===== config.mk =====
export PLATFORM = sky130hd
export DESIGN_NAME = input_conditioner
export DESIGN_NICKNAME = d
export VERILOG_FILES = /design/src/rtl/input_conditioner_pkg.sv /design/src/rtl/input_conditioner_debounce_bit.sv /design/src/rtl/input_conditioner.sv
export SDC_FILE = /design/constraint.sdc
export NUM_CORES = 1
export LEC_CHECK = 0
export BUFFER_PORTS_ARGS = -buffer_cell sky130_fd_sc_hd__buf_2
export CAP_MARGIN = 20
export CORE_MARGIN = 2
export CORE_UTILIZATION = 45
export CTS_CLUSTER_DIAMETER = 50
export DETAILED_ROUTE_END_ITERATION = 10
export PLACE_DENSITY = 0.62
export SETUP_SLACK_MARGIN = 0.1
export SLEW_MARGIN = 10
export SYNTH_ARGS = -nofsm -noshare
export SYNTH_HDL_FRONTEND = slang
export SYNTH_SLANG_ARGS = --single-unit

===== constraint.sdc =====
create_clock -name clk -period 3.1 [get_ports clk]
set_input_delay 0.31 -clock clk [delete_from_list [all_inputs] [get_ports clk]]
set_output_delay 0.31 -clock clk [all_outputs]
set_load 0.005 [all_outputs]

===== src/rtl/input_conditioner_pkg.sv =====
// Shared helpers and constants for the input conditioner: width math,
// millisecond prescaler derivation and per-channel reset levels.
package input_conditioner_pkg;

   // Ceiling log2; returns 0 for values of 0 or 1.
   function automatic int clog2(input int value);
      int result;
      result = 0;
      while ((64'd1 << result) < 64'(value)) begin
         result = result + 1;
      end
      return result;
   endfunction

   // Clock cycles per millisecond tick.
   function automatic int tick_div(input int clkspeed);
      return clkspeed / 1000;
   endfunction

   // Prescaler counter width; at least one bit even when tick_div is 1.
   function automatic int tick_width(input int clkspeed);
      int w;
      w = clog2(tick_div(clkspeed));
      return (w < 1) ? 1 : w;
   endfunction

   // Synchroniser reset levels, expressed after any pin inversion.
   // The select channel resetting to 0 corresponds to a released (high) pin.
   localparam logic SW_INACTIVE  = 1'b0;
   localparam logic SEL_INACTIVE = 1'b0;

endpackage


===== src/rtl/input_conditioner_debounce_bit.sv =====
// One conditioned input: two-flop synchroniser followed by a tick-qualified
// stability counter. A new level is accepted only after DEBOUNCE_MS
// consecutive ticks all see it differing from the current stable level.
module debounce_bit
   import input_conditioner_pkg::*;
#(
   parameter int   DEBOUNCE_MS = 10,
   parameter logic INVERT      = 1'b0,
   parameter logic INACTIVE    = 1'b0
) (
   input  logic clk,
   input  logic reset_b,
   input  logic tick,
   input  logic raw,
   output logic stable
);

   localparam int CNT_W = clog2(DEBOUNCE_MS + 1);
   localparam logic [CNT_W-1:0] CNT_LAST = CNT_W'(DEBOUNCE_MS - 1);

   logic             sync_1;
   logic             s;
   logic [CNT_W-1:0] cnt;

   // Bring the asynchronous pin into the clk domain (inversion applied first).
   always_ff @(posedge clk or negedge reset_b) begin
      if (!reset_b) begin
         sync_1 <= INACTIVE;
         s      <= INACTIVE;
      end else begin
         sync_1 <= raw ^ INVERT;
         s      <= sync_1;
      end
   end

   // Qualify: any cycle where s agrees with stable restarts the count.
   always_ff @(posedge clk or negedge reset_b) begin
      if (!reset_b) begin
         stable <= 1'b0;
         cnt    <= '0;
      end else if (s == stable) begin
         cnt <= '0;
      end else if (tick) begin
         if (cnt == CNT_LAST) begin
            stable <= s;
            cnt    <= '0;
         end else begin
            cnt <= cnt + 1'b1;
         end
      end
   end

endmodule


===== src/rtl/input_conditioner.sv =====
// Synchronises and debounces the switch bank and the active-low select
// button, and produces single-cycle press / change strobes.
module input_conditioner
   import input_conditioner_pkg::*;
#(
   parameter int CLKSPEED    = 50000000,
   parameter int DEBOUNCE_MS = 10,
   parameter int NUM_SW      = 8
) (
   input  logic              clk,
   input  logic              reset_b,
   input  logic [NUM_SW-1:0] sw,
   input  logic              select,
   output logic [NUM_SW-1:0] sw_db,
   output logic              select_db,
   output logic              select_press,
   output logic              sw_changed
);

   localparam int TICK_DIV = tick_div(CLKSPEED);
   localparam int TICK_W   = tick_width(CLKSPEED);
   localparam logic [TICK_W-1:0] TICK_LAST = TICK_W'(TICK_DIV - 1);

   logic [TICK_W-1:0] tick_cnt;
   logic              tick;
   logic [NUM_SW:0]   stable;
   logic [NUM_SW:0]   prev;

   assign tick = (tick_cnt == TICK_LAST);

   // Millisecond prescaler shared by every channel.
   always_ff @(posedge clk or negedge reset_b) begin
      if (!reset_b) begin
         tick_cnt <= '0;
      end else if (tick) begin
         tick_cnt <= '0;
      end else begin
         tick_cnt <= tick_cnt + 1'b1;
      end
   end

   for (genvar i = 0; i < NUM_SW; i++) begin : g_sw
      debounce_bit #(
         .DEBOUNCE_MS (DEBOUNCE_MS),
         .INVERT      (1'b0),
         .INACTIVE    (SW_INACTIVE)
      ) u_db (
         .clk     (clk),
         .reset_b (reset_b),
         .tick    (tick),
         .raw     (sw[i]),
         .stable  (stable[i])
      );
   end

   // The button pin is active-low; invert so the channel is active-high.
   debounce_bit #(
      .DEBOUNCE_MS (DEBOUNCE_MS),
      .INVERT      (1'b1),
      .INACTIVE    (SEL_INACTIVE)
   ) u_sel_db (
      .clk     (clk),
      .reset_b (reset_b),
      .tick    (tick),
      .raw     (select),
      .stable  (stable[NUM_SW])
   );

   assign sw_db     = stable[NUM_SW-1:0];
   assign select_db = stable[NUM_SW];

   // Registered edge detect: strobes fire the cycle after a level commits.
   always_ff @(posedge clk or negedge reset_b) begin
      if (!reset_b) begin
         prev         <= '0;
         select_press <= 1'b0;
         sw_changed   <= 1'b0;
      end else begin
         prev         <= stable;
         select_press <= stable[NUM_SW] & ~prev[NUM_SW];
         sw_changed   <= |(stable[NUM_SW-1:0] ^ prev[NUM_SW-1:0]);
      end
   end

endmodule


==> flow_summary.html <==
<table>
<tr><th>Metric</th><th>Value</th></tr>
<tr><th colspan="2">Synth</th></tr>
<tr><td>Post-synthesis xor/xnor area fraction</td><td>under 10%</td></tr>
<tr><td>Seq/Total Area, Yosys</td><td>53.99%</td></tr>
<tr><td>Compound-Gate Fraction of Synth Area</td><td>8.638%</td></tr>
<tr><td>Post-synth design cell area</td><td>0.004172 mm²</td></tr>
<tr><td>Synth unique cells</td><td>37</td></tr>
<tr><td>Syn. warnings</td><td>0</td></tr>
<tr><td>FFs w/ async S/R, synth</td><td>100.0%</td></tr>
<tr><td>Multiplexer area fraction after synthesis</td><td>under 10%</td></tr>
<tr><td>Synthesized instance count</td><td>~390</td></tr>
<tr><td>Per-instance average area after synthesis</td><td>10.59 µm²</td></tr>
<tr><td>Simple-gate portion of the synthesized area</td><td>19.32%</td></tr>
<tr><td>Combinational family with the most area after synthesis</td><td>simple AND/OR/NAND/NOR gates</td></tr>
<tr><td>Net count after synthesis</td><td>~420</td></tr>
<tr><td>Flip-flop and latch count after synthesis</td><td>90</td></tr>
<tr><td>Post-synthesis share of cell area spent on full adders, half adders and majority gates</td><td>5.699%</td></tr>
<tr><td>Primary FF master, synth</td><td>sky130_fd_sc_hd__dfrtp_1</td></tr>
<tr><td>Number of enable-type register cells in the synthesized netlist</td><td>0</td></tr>
<tr><th colspan="2">Floorplan</th></tr>
<tr><td>Core Rows</td><td>35</td></tr>
<tr><td>Area enclosed by the die boundary</td><td>0.01006 mm²</td></tr>
<tr><td>Area of the core</td><td>about 0.0091 mm²</td></tr>
<tr><td>Die height</td><td>between 100 and 150 µm</td></tr>
<tr><td>Top-Level Pins</td><td>22</td></tr>
<tr><td>Initial standard-cell utilization of the core</td><td>about 46%</td></tr>
<tr><td>Horiz. Die Dim</td><td>100.3 µm</td></tr>
<tr><th colspan="2">STA</th></tr>
<tr><td>Number of pins exceeding their max-slew limit in the final report</td><td>0</td></tr>
<tr><td>Transition time at the pin with the least slew margin</td><td>between 0.7 and 0.8 ns</td></tr>
<tr><td>Post-route clock period utilization</td><td>72.37%</td></tr>
<tr><td>Sum Neg Setup Slack</td><td>0 ns</td></tr>
<tr><td>Total setup violations reported at the end of the flow</td><td>0</td></tr>
<tr><td>Worst hold margin</td><td>-0.002784 ns</td></tr>
<tr><td>Max-Slew Margin vs Limit</td><td>51.39%</td></tr>
<tr><td>Unrepaired setup endpoints after global routing</td><td>false</td></tr>
<tr><td>Max Clock Skew</td><td>roughly 0.015 ns</td></tr>
<tr><td>Minimum clock period after layout</td><td>between 2 and 2.5 ns</td></tr>
<tr><td>Fmax</td><td>about 450 MHz</td></tr>
<tr><td>Final Hold Fails</td><td>2</td></tr>
<tr><th colspan="2">Clock tree</th></tr>
<tr><td>Post CTS Setup Buffer Count</td><td>0</td></tr>
<tr><td>CTS clock-pin slew for the worst setup and hold paths</td><td>0.09 ns</td></tr>
<tr><td>TritonCTS clock tree</td><td>yes</td></tr>
<tr><td>TritonCTS Buffers</td><td>9</td></tr>
<tr><td>Clock Sink Count</td><td>90</td></tr>
<tr><td>Htree depth</td><td>3</td></tr>
<tr><td>CTS Hold Bufs</td><td>0</td></tr>
<tr><td>Maximum root-to-sink buffer count</td><td>2</td></tr>
<tr><td>Worst-skew pair later-pin latency</td><td>~0.35 ns</td></tr>
<tr><td>Clock tree root buffer cell</td><td>sky130_fd_sc_hd__clkbuf_8</td></tr>
<tr><td>Post-cts resize count</td><td>0</td></tr>
<tr><th colspan="2">Final layout</th></tr>
<tr><td>Count of nets after finishing</td><td>443</td></tr>
<tr><td>Ratio of cells with drive above 1 in the final layout</td><td>13.16%</td></tr>
<tr><td>Signed area change from the synthesized netlist to the final layout</td><td>8.818%</td></tr>
<tr><td>Commonest cells after routing, fill and taps aside</td><td>90 x sky130_fd_sc_hd__dfrtp_1, 51 x sky130_fd_sc_hd__nand2_1, 27 x sky130_fd_sc_hd__a21oi_1</td></tr>
<tr><td>Utilization after layout</td><td>roughly half</td></tr>
<tr><td>Most common library cell in the layout ignoring fill and taps</td><td>sky130_fd_sc_hd__dfrtp_1</td></tr>
<tr><td>Total non-filler cell area in the finished layout</td><td>between 0.004 and 0.005 mm²</td></tr>
<tr><td>Number of diodes added for antenna fixing</td><td>0</td></tr>
<tr><th colspan="2">Setup path</th></tr>
<tr><td>Source of the critical timing path</td><td>tick_cnt[0]</td></tr>
<tr><td>Highest fanout seen on the critical path</td><td>20</td></tr>
<tr><td>Data arrival time at the worst-slack endpoint</td><td>~2.5 ns</td></tr>
<tr><td>Critical register-to-register path startpoint</td><td>tick_cnt[0]</td></tr>
<tr><td>Kind of capture point of the worst setup path</td><td>flip-flop</td></tr>
<tr><td>End of the worst register-to-register path</td><td>g_sw[2].u_db.cnt[3]</td></tr>
<tr><td>Data required, critical path</td><td>~3.4 ns</td></tr>
<tr><td>Kind of critical path</td><td>reg -&gt; reg</td></tr>
<tr><td>Launching element type of the critical path</td><td>flip-flop</td></tr>
<tr><td>Worst r2r path cells</td><td>5</td></tr>
<tr><td>Register-to-Register Setup Slack</td><td>approximately 0.86 ns</td></tr>
<tr><th colspan="2">Placed design</th></tr>
<tr><td>Placement Cell Area</td><td>0.004338 mm²</td></tr>
<tr><td>Input/output buffers</td><td>21</td></tr>
<tr><td>Half-perimeter wire length after placement</td><td>5015 µm</td></tr>
<tr><td>Final Wtd Congestion</td><td>0.7831</td></tr>
<tr><th colspan="2">Drt</th></tr>
<tr><td>DR WL/cell</td><td>approximately 14 µm</td></tr>
<tr><td>Residual DRC</td><td>0</td></tr>
<tr><td>Final Routed Wirelength</td><td>7373 µm</td></tr>
<tr><td>Vias after detailed routing</td><td>2902</td></tr>
<tr><td>First-iteration detailed-routing DRC count</td><td>roughly 110</td></tr>
<tr><td>Detailed-routing iteration count for the pre-antenna-repair pass</td><td>4</td></tr>
<tr><td>Antenna viol nets, final</td><td>0</td></tr>
<tr><td>Vias/cell</td><td>5.486</td></tr>
<tr><th colspan="2">GRT</th></tr>
<tr><td>Via count of the first global-routing pass</td><td>about 2800</td></tr>
<tr><td>Pin count of the biggest net entering global routing</td><td>60</td></tr>
<tr><td>First-pass GRT wire length</td><td>13010 µm</td></tr>
<tr><td>All-layer global routing usage</td><td>16.26%</td></tr>
<tr><td>Initial antenna violation count</td><td>0</td></tr>
<tr><td>Total global routing overflow</td><td>0</td></tr>
<tr><th colspan="2">Pwr</th></tr>
<tr><td>Worst-case vdd ir drop</td><td>0.2351 mV</td></tr>
<tr><td>Power density over the cells</td><td>between 400 and 500 mW/mm²</td></tr>
<tr><td>Static Leak</td><td>0.002111 µW</td></tr>
<tr><th colspan="2">Run</th></tr>
<tr><td>Maximum Capacitance Violations</td><td>0</td></tr>
<tr><th colspan="2">Run status</th></tr>
<tr><td>Violated checks</td><td>hold timing</td></tr>
<tr><td>Run status</td><td>finished with violations</td></tr>
<tr><th colspan="2">Min path</th></tr>
<tr><td>Kind of path behind the tightest hold check</td><td>in -&gt; async</td></tr>
</table>
[worst max-delay path by stage]
stage | end | slack (ns) | cells after the start
3_3_place_gp | g_sw[2].u_db.cnt[3] | 1.0 | 5
6_report | g_sw[2].u_db.cnt[3] | 0.86 | 5
5_1_grt | g_sw[4].u_db.cnt[3] | 0.62 | 6
2_1_floorplan | g_sw[4].u_db.cnt[2] | 1.36 | 6
3_5_place_dp | g_sw[2].u_db.cnt[3] | 0.89 | 5
4_1_cts | g_sw[2].u_db.cnt[3] | 0.84 | 5
[cell type report]
type	instances	area (µm²)
Clock buffer	9	123.9
Clock inverter	7	77.57
Fill cell	835	4569
Inverter	21	78.83
Multi-Input combinational cell	265	1723
Sequential cell	90	2252
Tap cell	111	138.9
Timing Repair Buffer	26	145.1
[metal layers]
metal	track usage [%]	routed length (µm)	vias up
li1	-	-	1410
met1	21.68	3445	1447
met2	26.38	3610	38
met3	3.552	243	7
met4	5.585	73	0
met5	0	0	-
[logic make-up (layout without fill, tap and decap cells)]
family | Yosys count | after routing
buffers and inverters | 39 | 63
muxes | 6 | 6
AOI/OAI and AO/OA | 60 | 60
xor gates and xnor gates | 29 | 29
DFF | 90 | 90
and+or+nand+nor | 151 | 151
adders and majority gates | 19 | 19
[critical path, stage by stage (launching register included)]
cell,delay (ns)
sky130_fd_sc_hd__dfrtp_1,0.44
sky130_fd_sc_hd__ha_1,0.24
sky130_fd_sc_hd__and3_1,0.27
sky130_fd_sc_hd__nand4_2,0.40
sky130_fd_sc_hd__or4_1,0.60
sky130_fd_sc_hd__a31oi_1,0.20
[metrics by stage]
step                      hold WS (ns)  cells  setup slack, ns  power [µW]
after detailed placement        0.3365    513           0.8920        1258
after floorplan                0.01441    394            1.356        1222
after global routing           0.03373    529           0.6202        2112
after global placement          0.3323    513           0.9996        1257
after CTS                      0.01913    529           0.8430        2066
final                        -0.002784    529           0.8566        2029
[Yosys cell counts, drive strengths merged (3+ instances only)]
library cell / number / area share [%]
and4: 3 / 0.63
nand3: 18 / 2.2
nor4: 5 / 1.1
xnor2: 15 / 3.1
dfrtp: 90 / 54
nand2: 51 / 4.6
buf: 12 / 2.3
o21ai: 14 / 1.7
a41oi: 6 / 1.3
a311oi: 6 / 1.3
nor2: 21 / 1.9
and3: 3 / 0.45
ha: 19 / 5.7
or2: 5 / 0.75
mux2: 4 / 1.1
nand4: 9 / 1.5
or3: 19 / 2.8
xor2: 14 / 2.9
inv: 21 / 1.9
a21o: 3 / 0.54
or4: 8 / 1.4
clkbuf: 6 / 0.54
a21oi: 27 / 3.2
a31oi: 3 / 0.45
[flip-flops by register name (all words and copies together), names as in the netlist]
signal	count
g_sw.u_db.cnt	32
tick_cnt	16
prev	9
g_sw.u_db.s	8
g_sw.u_db.stable	8
g_sw.u_db.sync_1	8
u_sel_db.cnt	4
select_press	1
sw_changed	1
u_sel_db.s	1
u_sel_db.stable	1
u_sel_db.sync_1	1
[where the power goes]
group | switching [µW] | total (µW) | internal, µW
registers | 5.64 | 1190 | 1180
clock network | 419 | 797 | 378
logic | 30.9 | 41.4 | 10.5
total | 456 | 2030 | 1570
(Power assumes the default switching activity.)
